--- src/rtl/dpram_be_init.sv ---
// rtl/dpram_be_init.sv - single-clock true dual-port RAM with byte enables and hardware clear
//
// Purpose:
//    Two independent read/write ports on one array, all logic on posedge clock.
//    Per-byte write enables are honoured on both ports. Same-port read-during-write
//    returns old or merged data (RDW_MODE). A cross-port read of a word being written
//    returns the old word. When both ports write one address, port A owns every lane
//    it enables and port B fills only the lanes A leaves alone. An overlapping
//    write/write is flagged on collision one cycle later. After reset, or on clear_req
//    in IDLE, a clear sequencer writes CLEAR_VAL to every word, one word per cycle.
//    While it runs, busy is high, port writes are dropped and q_a/q_b/collision are 0.
//
// Parameters:
//    ADDR_W    address width, depth = 2**ADDR_W
//    DATA_W    word width, multiple of 8, NB = DATA_W/8 byte lanes
//    RDW_MODE  same-port read-during-write: 0 = old word, 1 = merged word
//    CLEAR_VAL value written to every word by the clear sequencer
//
// Ports:
//    clock, reset        single clock, synchronous active-high reset
//    clear_req           pulse, start a clear sequence (only accepted in IDLE)
//    busy                high while the clear sequencer owns the array
//    address_x, data_x   port x address / write data (x = a, b)
//    wren_x, byteena_x   port x write enable / byte-lane enables
//    q_x                 port x read data
//    collision           one-cycle pulse after a same-address overlapping write/write
//
// Build option:
//    DPRAM_OUTREG_EN     when defined, adds an output register on q_a/q_b (read latency 2);
//                        collision latency is unchanged

module dpram_be_init #(
   parameter int                ADDR_W    = 8,
   parameter int                DATA_W    = 8,
   parameter int                RDW_MODE  = 0,
   parameter logic [DATA_W-1:0] CLEAR_VAL = '0
) (
   input  logic                   clock,
   input  logic                   reset,
   input  logic                   clear_req,
   output logic                   busy,
   input  logic [ADDR_W-1:0]      address_a,
   input  logic [DATA_W-1:0]      data_a,
   input  logic                   wren_a,
   input  logic [DATA_W/8-1:0]    byteena_a,
   output logic [DATA_W-1:0]      q_a,
   input  logic [ADDR_W-1:0]      address_b,
   input  logic [DATA_W-1:0]      data_b,
   input  logic                   wren_b,
   input  logic [DATA_W/8-1:0]    byteena_b,
   output logic [DATA_W-1:0]      q_b,
   output logic                   collision
);

   localparam int NB    = DATA_W / 8;
   localparam int DEPTH = 1 << ADDR_W;
   localparam logic [ADDR_W:0] LAST_WORD = (ADDR_W + 1)'(DEPTH - 1);

   typedef enum logic {
      ST_CLEAR = 1'b0,
      ST_IDLE  = 1'b1
   } state_t;

   state_t            state_q, state_d;
   logic [ADDR_W:0]   cnt_q, cnt_d;
   logic              busy_q;
   logic              clr_we;

   logic [DATA_W-1:0] mem [DEPTH];

   logic [NB-1:0]     lane_we_a, lane_we_b, lane_we_b_eff;
   logic              addr_eq;
   logic [DATA_W-1:0] old_a, old_b, merged_a, merged_b;
   logic [DATA_W-1:0] q_a_d, q_a_q, q_b_d, q_b_q;
   logic              collision_d, collision_q;

   // ---------------------------------------------------------------------
   // Clear sequencer
   // ---------------------------------------------------------------------
   always_comb begin
      state_d = state_q;
      cnt_d   = cnt_q;
      clr_we  = 1'b0;
      case (state_q)
         ST_CLEAR: begin
            clr_we = 1'b1;
            if (cnt_q == LAST_WORD) begin
               state_d = ST_IDLE;
               cnt_d   = '0;
            end else begin
               cnt_d = cnt_q + 1'b1;
            end
         end
         ST_IDLE: begin
            if (clear_req) begin
               state_d = ST_CLEAR;
               cnt_d   = '0;
            end
         end
         default: begin
            state_d = ST_CLEAR;
            cnt_d   = '0;
         end
      endcase
   end

   // busy is registered from the next state so it falls the cycle after the last clear write
   always_ff @(posedge clock) begin
      if (reset) begin
         state_q <= ST_CLEAR;
         cnt_q   <= '0;
         busy_q  <= 1'b1;
      end else begin
         state_q <= state_d;
         cnt_q   <= cnt_d;
         busy_q  <= (state_d == ST_CLEAR);
      end
   end

   assign busy = busy_q;

   // ---------------------------------------------------------------------
   // Port write lanes and read data selection
   // ---------------------------------------------------------------------
   always_comb begin
      addr_eq       = (address_a == address_b);
      lane_we_a     = '0;
      lane_we_b     = '0;
      lane_we_b_eff = '0;
      old_a         = mem[address_a];
      old_b         = mem[address_b];
      merged_a      = old_a;
      merged_b      = old_b;
      for (int i = 0; i < NB; i++) begin
         lane_we_a[i] = ~busy_q & wren_a & byteena_a[i];
         lane_we_b[i] = ~busy_q & wren_b & byteena_b[i];
         // Port A owns a lane both ports enable at the same address
         lane_we_b_eff[i] = lane_we_b[i] & ~(lane_we_a[i] & addr_eq);
         if (lane_we_a[i]) merged_a[8*i +: 8] = data_a[8*i +: 8];
         if (lane_we_b[i]) merged_b[8*i +: 8] = data_b[8*i +: 8];
      end

      // Merged word only reflects the reading port's own write; other-port data is old
      if (busy_q) begin
         q_a_d = '0;
         q_b_d = '0;
      end else if (RDW_MODE != 0) begin
         q_a_d = merged_a;
         q_b_d = merged_b;
      end else begin
         q_a_d = old_a;
         q_b_d = old_b;
      end

      collision_d = ~busy_q & wren_a & wren_b & addr_eq & (|(byteena_a & byteena_b));
   end

   // ---------------------------------------------------------------------
   // Array: clear sequencer has exclusive access while busy
   // ---------------------------------------------------------------------
   always_ff @(posedge clock) begin
      if (!reset) begin
         if (clr_we) begin
            mem[cnt_q[ADDR_W-1:0]] <= CLEAR_VAL;
         end else begin
            for (int i = 0; i < NB; i++) begin
               if (lane_we_a[i])     mem[address_a][8*i +: 8] <= data_a[8*i +: 8];
               if (lane_we_b_eff[i]) mem[address_b][8*i +: 8] <= data_b[8*i +: 8];
            end
         end
      end
   end

   // ---------------------------------------------------------------------
   // Read and collision registers
   // ---------------------------------------------------------------------
   always_ff @(posedge clock) begin
      if (reset) begin
         q_a_q       <= '0;
         q_b_q       <= '0;
         collision_q <= 1'b0;
      end else begin
         q_a_q       <= q_a_d;
         q_b_q       <= q_b_d;
         collision_q <= collision_d;
      end
   end

   assign collision = collision_q;

`ifdef DPRAM_OUTREG_EN
   logic [DATA_W-1:0] q_a_o_d, q_a_o_q, q_b_o_d, q_b_o_q;

   always_comb begin
      q_a_o_d = busy_q ? '0 : q_a_q;
      q_b_o_d = busy_q ? '0 : q_b_q;
   end

   always_ff @(posedge clock) begin
      if (reset) begin
         q_a_o_q <= '0;
         q_b_o_q <= '0;
      end else begin
         q_a_o_q <= q_a_o_d;
         q_b_o_q <= q_b_o_d;
      end
   end

   assign q_a = q_a_o_q;
   assign q_b = q_b_o_q;
`else
   assign q_a = q_a_q;
   assign q_b = q_b_q;
`endif

endmodule

--- config.mk ---
export PLATFORM = sky130hd
export DESIGN_NAME = dpram_be_init
export DESIGN_NICKNAME = d
export VERILOG_FILES = /design/src/rtl/dpram_be_init.sv
export SDC_FILE = /design/constraint.sdc
export NUM_CORES = 2
export LEC_CHECK = 0
export CAP_MARGIN = 30
export CORE_UTILIZATION = 39
export DETAILED_ROUTE_END_ITERATION = 12
export GPL_TIMING_DRIVEN = 1
export PLACE_DENSITY = 0.63
export SYNTH_ARGS = -nofsm -noshare
export SYNTH_HDL_FRONTEND = slang
export SYNTH_SLANG_ARGS = --single-unit
--- constraint.sdc ---
create_clock -name clock -period 3.2 [get_ports clock]
set_input_delay 0.48 -clock clock [delete_from_list [all_inputs] [get_ports clock]]
set_output_delay 0.48 -clock clock [all_outputs]
set_load 0.02 [all_outputs]
Word level (Yosys, flattened, before mapping)
Memory sizes are Yosys's and may differ from the RTL's. A register that Yosys moved wholly into a read port is not among the register bits. Cells that the tools add are included. W data, S select, Z words.

Reductions and logical operators: 2. Bitwise logic cells: 14. Add/subtract/negate cells: 1. Equality and inequality tests: 3. Multiplexer cells: 20.

Operators by type and width (number): $mux W9 (2); $pmux W9 S2 (1); $mux W8 (2); $mux W1 (14); $and A1 B1 Y1 (10); $add A9 B1 Y9 const B (1); $eq A9 B8 Y1 const B (1); $eq A8 B8 Y1 (1); $reduce_or A8 Y1 (1); $not A1 Y1 (4); $ne A2 B2 Y1 const B (1); $pmux W1 S2 (1); $reduce_or A2 Y1 (1).

Register bits after elaboration: 12. Output and inout port bits: 18. Input bits: 39. Bits in writable memories: 2048. Memories kept: 1.

Memories: mem (depth 256, bits a word 8, read ports 2, clocked after memory_dff 2, write ports 2, line 69) `logic [DATA_W-1:0] mem [DEPTH];`.

Longest topological paths before layout
Depth in word-level cells: 10. Mapped depth: 13. Depth with buffers taken out: 7.

Worst setup path before layout
OpenSTA, ideal clock, no wires.

Path kind: register to register. Start: reg busy_q (netlist: busy). End: mem mem[128][0] (enable). Cell stages (with the launch flop): 10. Buffers on the path: 4. Data required time: 2816 ps. Period minus slack after synthesis: 3218 ps. Setup time: 384 ps. Arrival: 2834 ps. Setup slack: -18 ps. Path through: dfxtp_1 -> nor2_2 -> and4_1 -> buf_2 -> buf_2 -> clkbuf_1 -> o31ai_1 -> nand2_1 -> clkbuf_1 -> o21ai_0.

RTL lines: from (decl) (line 66) `logic busy_q;`; from (signal assigned) (line 116) `busy_q <= (state_d == ST_CLEAR);`; to (decl) (line 69).

==> metrics.txt <==
status finished, violations left; failing checks negative setup slack; hold depth 4; port buffer count 56; fin nets 9658; Ys Warns 0; combinational power share 11.2%; final worst slack -0.0207 ns; Sw Ratio 25.8%; antenna violations before repair 57; Static Leak 56.1 nW; io pins 57; gp weighted congestion 1.06; CP max FO 2; Synth Net Count 8574; Worst VDD drop 0.467 mV; Cell Area, Synth approximately 0.12 sq mm; Fin. Hold Viols 0; Worst-path clk slew 0.07 ns; first drt pass iteration count 6; worst skew pair latency around 0.96 ns; GRT Overall Usage ~35%; wire length per cell 40.5 um; CP Data Required Time approximately 4 ns; crit share post-route 101%; CTS tree yes; Switch Pwr about 16 mW; fmax 0.310 GHz; clk sink count a little over 2000; Distinct cells, synth just over 80; top-count cell post-synth edfxtp_1; total gr overflow 0; Area Growth Syn to Fin 21.5%; first-pass GRT wire length 775000 um; Routed Antenna Nets 0; setup tns final -0.0207 ns; Max-slew headroom around a quarter; top cells by count, synth edfxtp_1, mux4_2, mux2_2, mux2_1, o21ai_0; Post-synth ARST share 0%; final wirelength 569000 um; max-slew violations 0; 1st-iter DRT viols approximately 17000; vias in the first global route 91700; largest net degree at the start of global routing 92; #FFs+latches synth 2076; Clock Tree Root clkbuf_16; Core ar. 0.318 sq mm; Vias/cell 6.84; max-cap violation count 0; cell accounting for the most synthesized area edfxtp_1; Final Setup Violations 1; R2R cell count 11; Power Density around 420 mW/mm^2; Die Outline Area 0.322 sq mm; Hold WS 0.104 ns; Initial Utilization between 30% and 40%; Total Power between 60 and 70 mW; Worst setup SP type flop; worst hold path type in -> reg; Seq pwr share 46.3%; fillers around 27000; hpwl dp 412000 um; cell row count 207; total number of vias 96100; CP Capture Type flop; slew at the pin closest to its max-slew limit 1.14 ns; Synth top area share 49.4%; total CTS buffers roughly 230; Post-synth EDFFs ~2000; Die Wd 567 um; buffer depth of the longest clock path 4; Crit Path Category reg -> reg; synth top area cells edfxtp_1, mux4_2, mux2_2; Synth Flop Type edfxtp_1; fin crit period 3.22 ns; post-synthesis sequential area ratio 49.8%; RSZ-0062 raised after global routing false; share of cells above drive strength 1 between 40 and 50%; Clock Skew 0.0588 ns; Clk pwr share 42.5%; # DRC 0; Final Cell Area approximately 0.15 sq mm; Die Span Y 567 um; crit path DAT about 4.1 ns; Avg Cell Area, Syn ~15 sq um; CTS H-tree depth 4; Gate Count Post-Synth 8534; Int Pwr 47.2 mW; placed instance area between 0.1 and 0.15 sq mm
[registers in the layout (all words and copies together) (netlist names)]
name,flops
collision,1
state_q,1
q_b,8
q_a,8
mem,2048
busy,1
cnt_q,9
[stage by stage]
step           setup WS [ns]  std cells  utilization (%)
3_5_place_dp          -0.708      13600             45.3
6_report             -0.0207      14000             47.6
5_1_grt              0.00905      14000             47.6
2_1_floorplan        -0.0176       8534                -
4_1_cts             0.000179      14000             47.6
3_3_place_gp           -1.41      13600             45.3
[kinds of logic after synthesis]
family	count (synthesis)	share of synthesized area, %
AO/OA/AOI/OAI	1214	5.95
XOR/XNOR	8	0.0562
adder cells (fa/ha/maj)	1	0.0100
buffers and inverters	994	3.88
flip-flops	2076	49.8
multiplexers	2980	35.5
AND/OR/NAND/NOR	1261	4.82
[area by class of cell]
cell class | count | area (sq um) | area share [%]
antenna | 49 | 123 | 0.0810
clock buffer | 285 | 6150 | 4.06
clock inverter | 138 | 1240 | 0.820
inverter | 8 | 42.5 | 0.0281
multi-input combinational | 5464 | 58000 | 38.4
sequential | 2076 | 62100 | 41.0
tap | 4180 | 5230 | 3.46
timing repair buffer | 1840 | 18500 | 12.2
[critical path, cell delays in order (launching register included)]
cell and delay, ns:
edfxtp_1 0.41, mux4_2 0.50, mux2i_1 0.15, buf_4 0.20, a32oi_1 0.09, o21ai_0 0.24
a2111oi_0 0.18, buf_4 0.24, nor4_1 0.63, buf_4 0.25, a31oi_1 0.09, buf_4 0.15
[what timing repair did]
action,4_1_cts,5_1_grt
hold buffers,0,0
setup endpoints to repair,0,480
buffers inserted,0,0
gates resized for setup,0,3
[per-layer routing]
layer	up-vias	wire (um)	track usage [%]
li1	36600	-	-
met1	49600	198000	43.7
met2	8129	244000	50.5
met3	1713	79000	10.9
met4	26	47800	24.0
met5	-	196	0
[power by group through the flow]
stage | Combinational, mW | Sequential (mW) | Clock [mW]
after detailed placement | 6.77 | 30.0 | 0
final | 7.13 | 29.4 | 27.0
after CTS | 6.79 | 29.4 | 27.0
after floorplan | 3.19 | 30.0 | 0
after global placement | 6.74 | 30.0 | 0
after global routing | 7.04 | 29.4 | 28.0
[layout by cell type (no fill, tap or decap), types with 22 or more instances in the layout]
master,n
nand3_1,127
dfxtp_1,27
o21bai_1,42
mux2i_1,346
a21oi_1,69
a22oi_1,35
nor2_1,98
clkinv_1,55
nor4_2,31
clkinv_2,42
a32oi_1,22
buf_4,1424
clkdlybuf4s50_1,33
o21ai_0,671
nand2b_1,28
nand2_2,124
o22ai_1,94
mux4_2,982
mux2_1,674
diode_2,49
clkbuf_16,233
a211oi_1,24
buf_12,359
mux2_2,978
clkbuf_1,40
nand4_1,22
edfxtp_1,2048
nor3_1,40
nand2_1,635
o221ai_1,98
[worst paths after layout]
path / from / end / slack (ns)
worst max-delay path: mem[138][4] / q_b[4] / -0.02
worst max register to register: mem[138][4] / q_b[4] / -0.02
worst min-delay path: address_b[7] / q_b[7] / 0.10
worst min register to register: cnt_q[8] / cnt_q[8] / 0.47
Power figures use the tool's default switching activity.
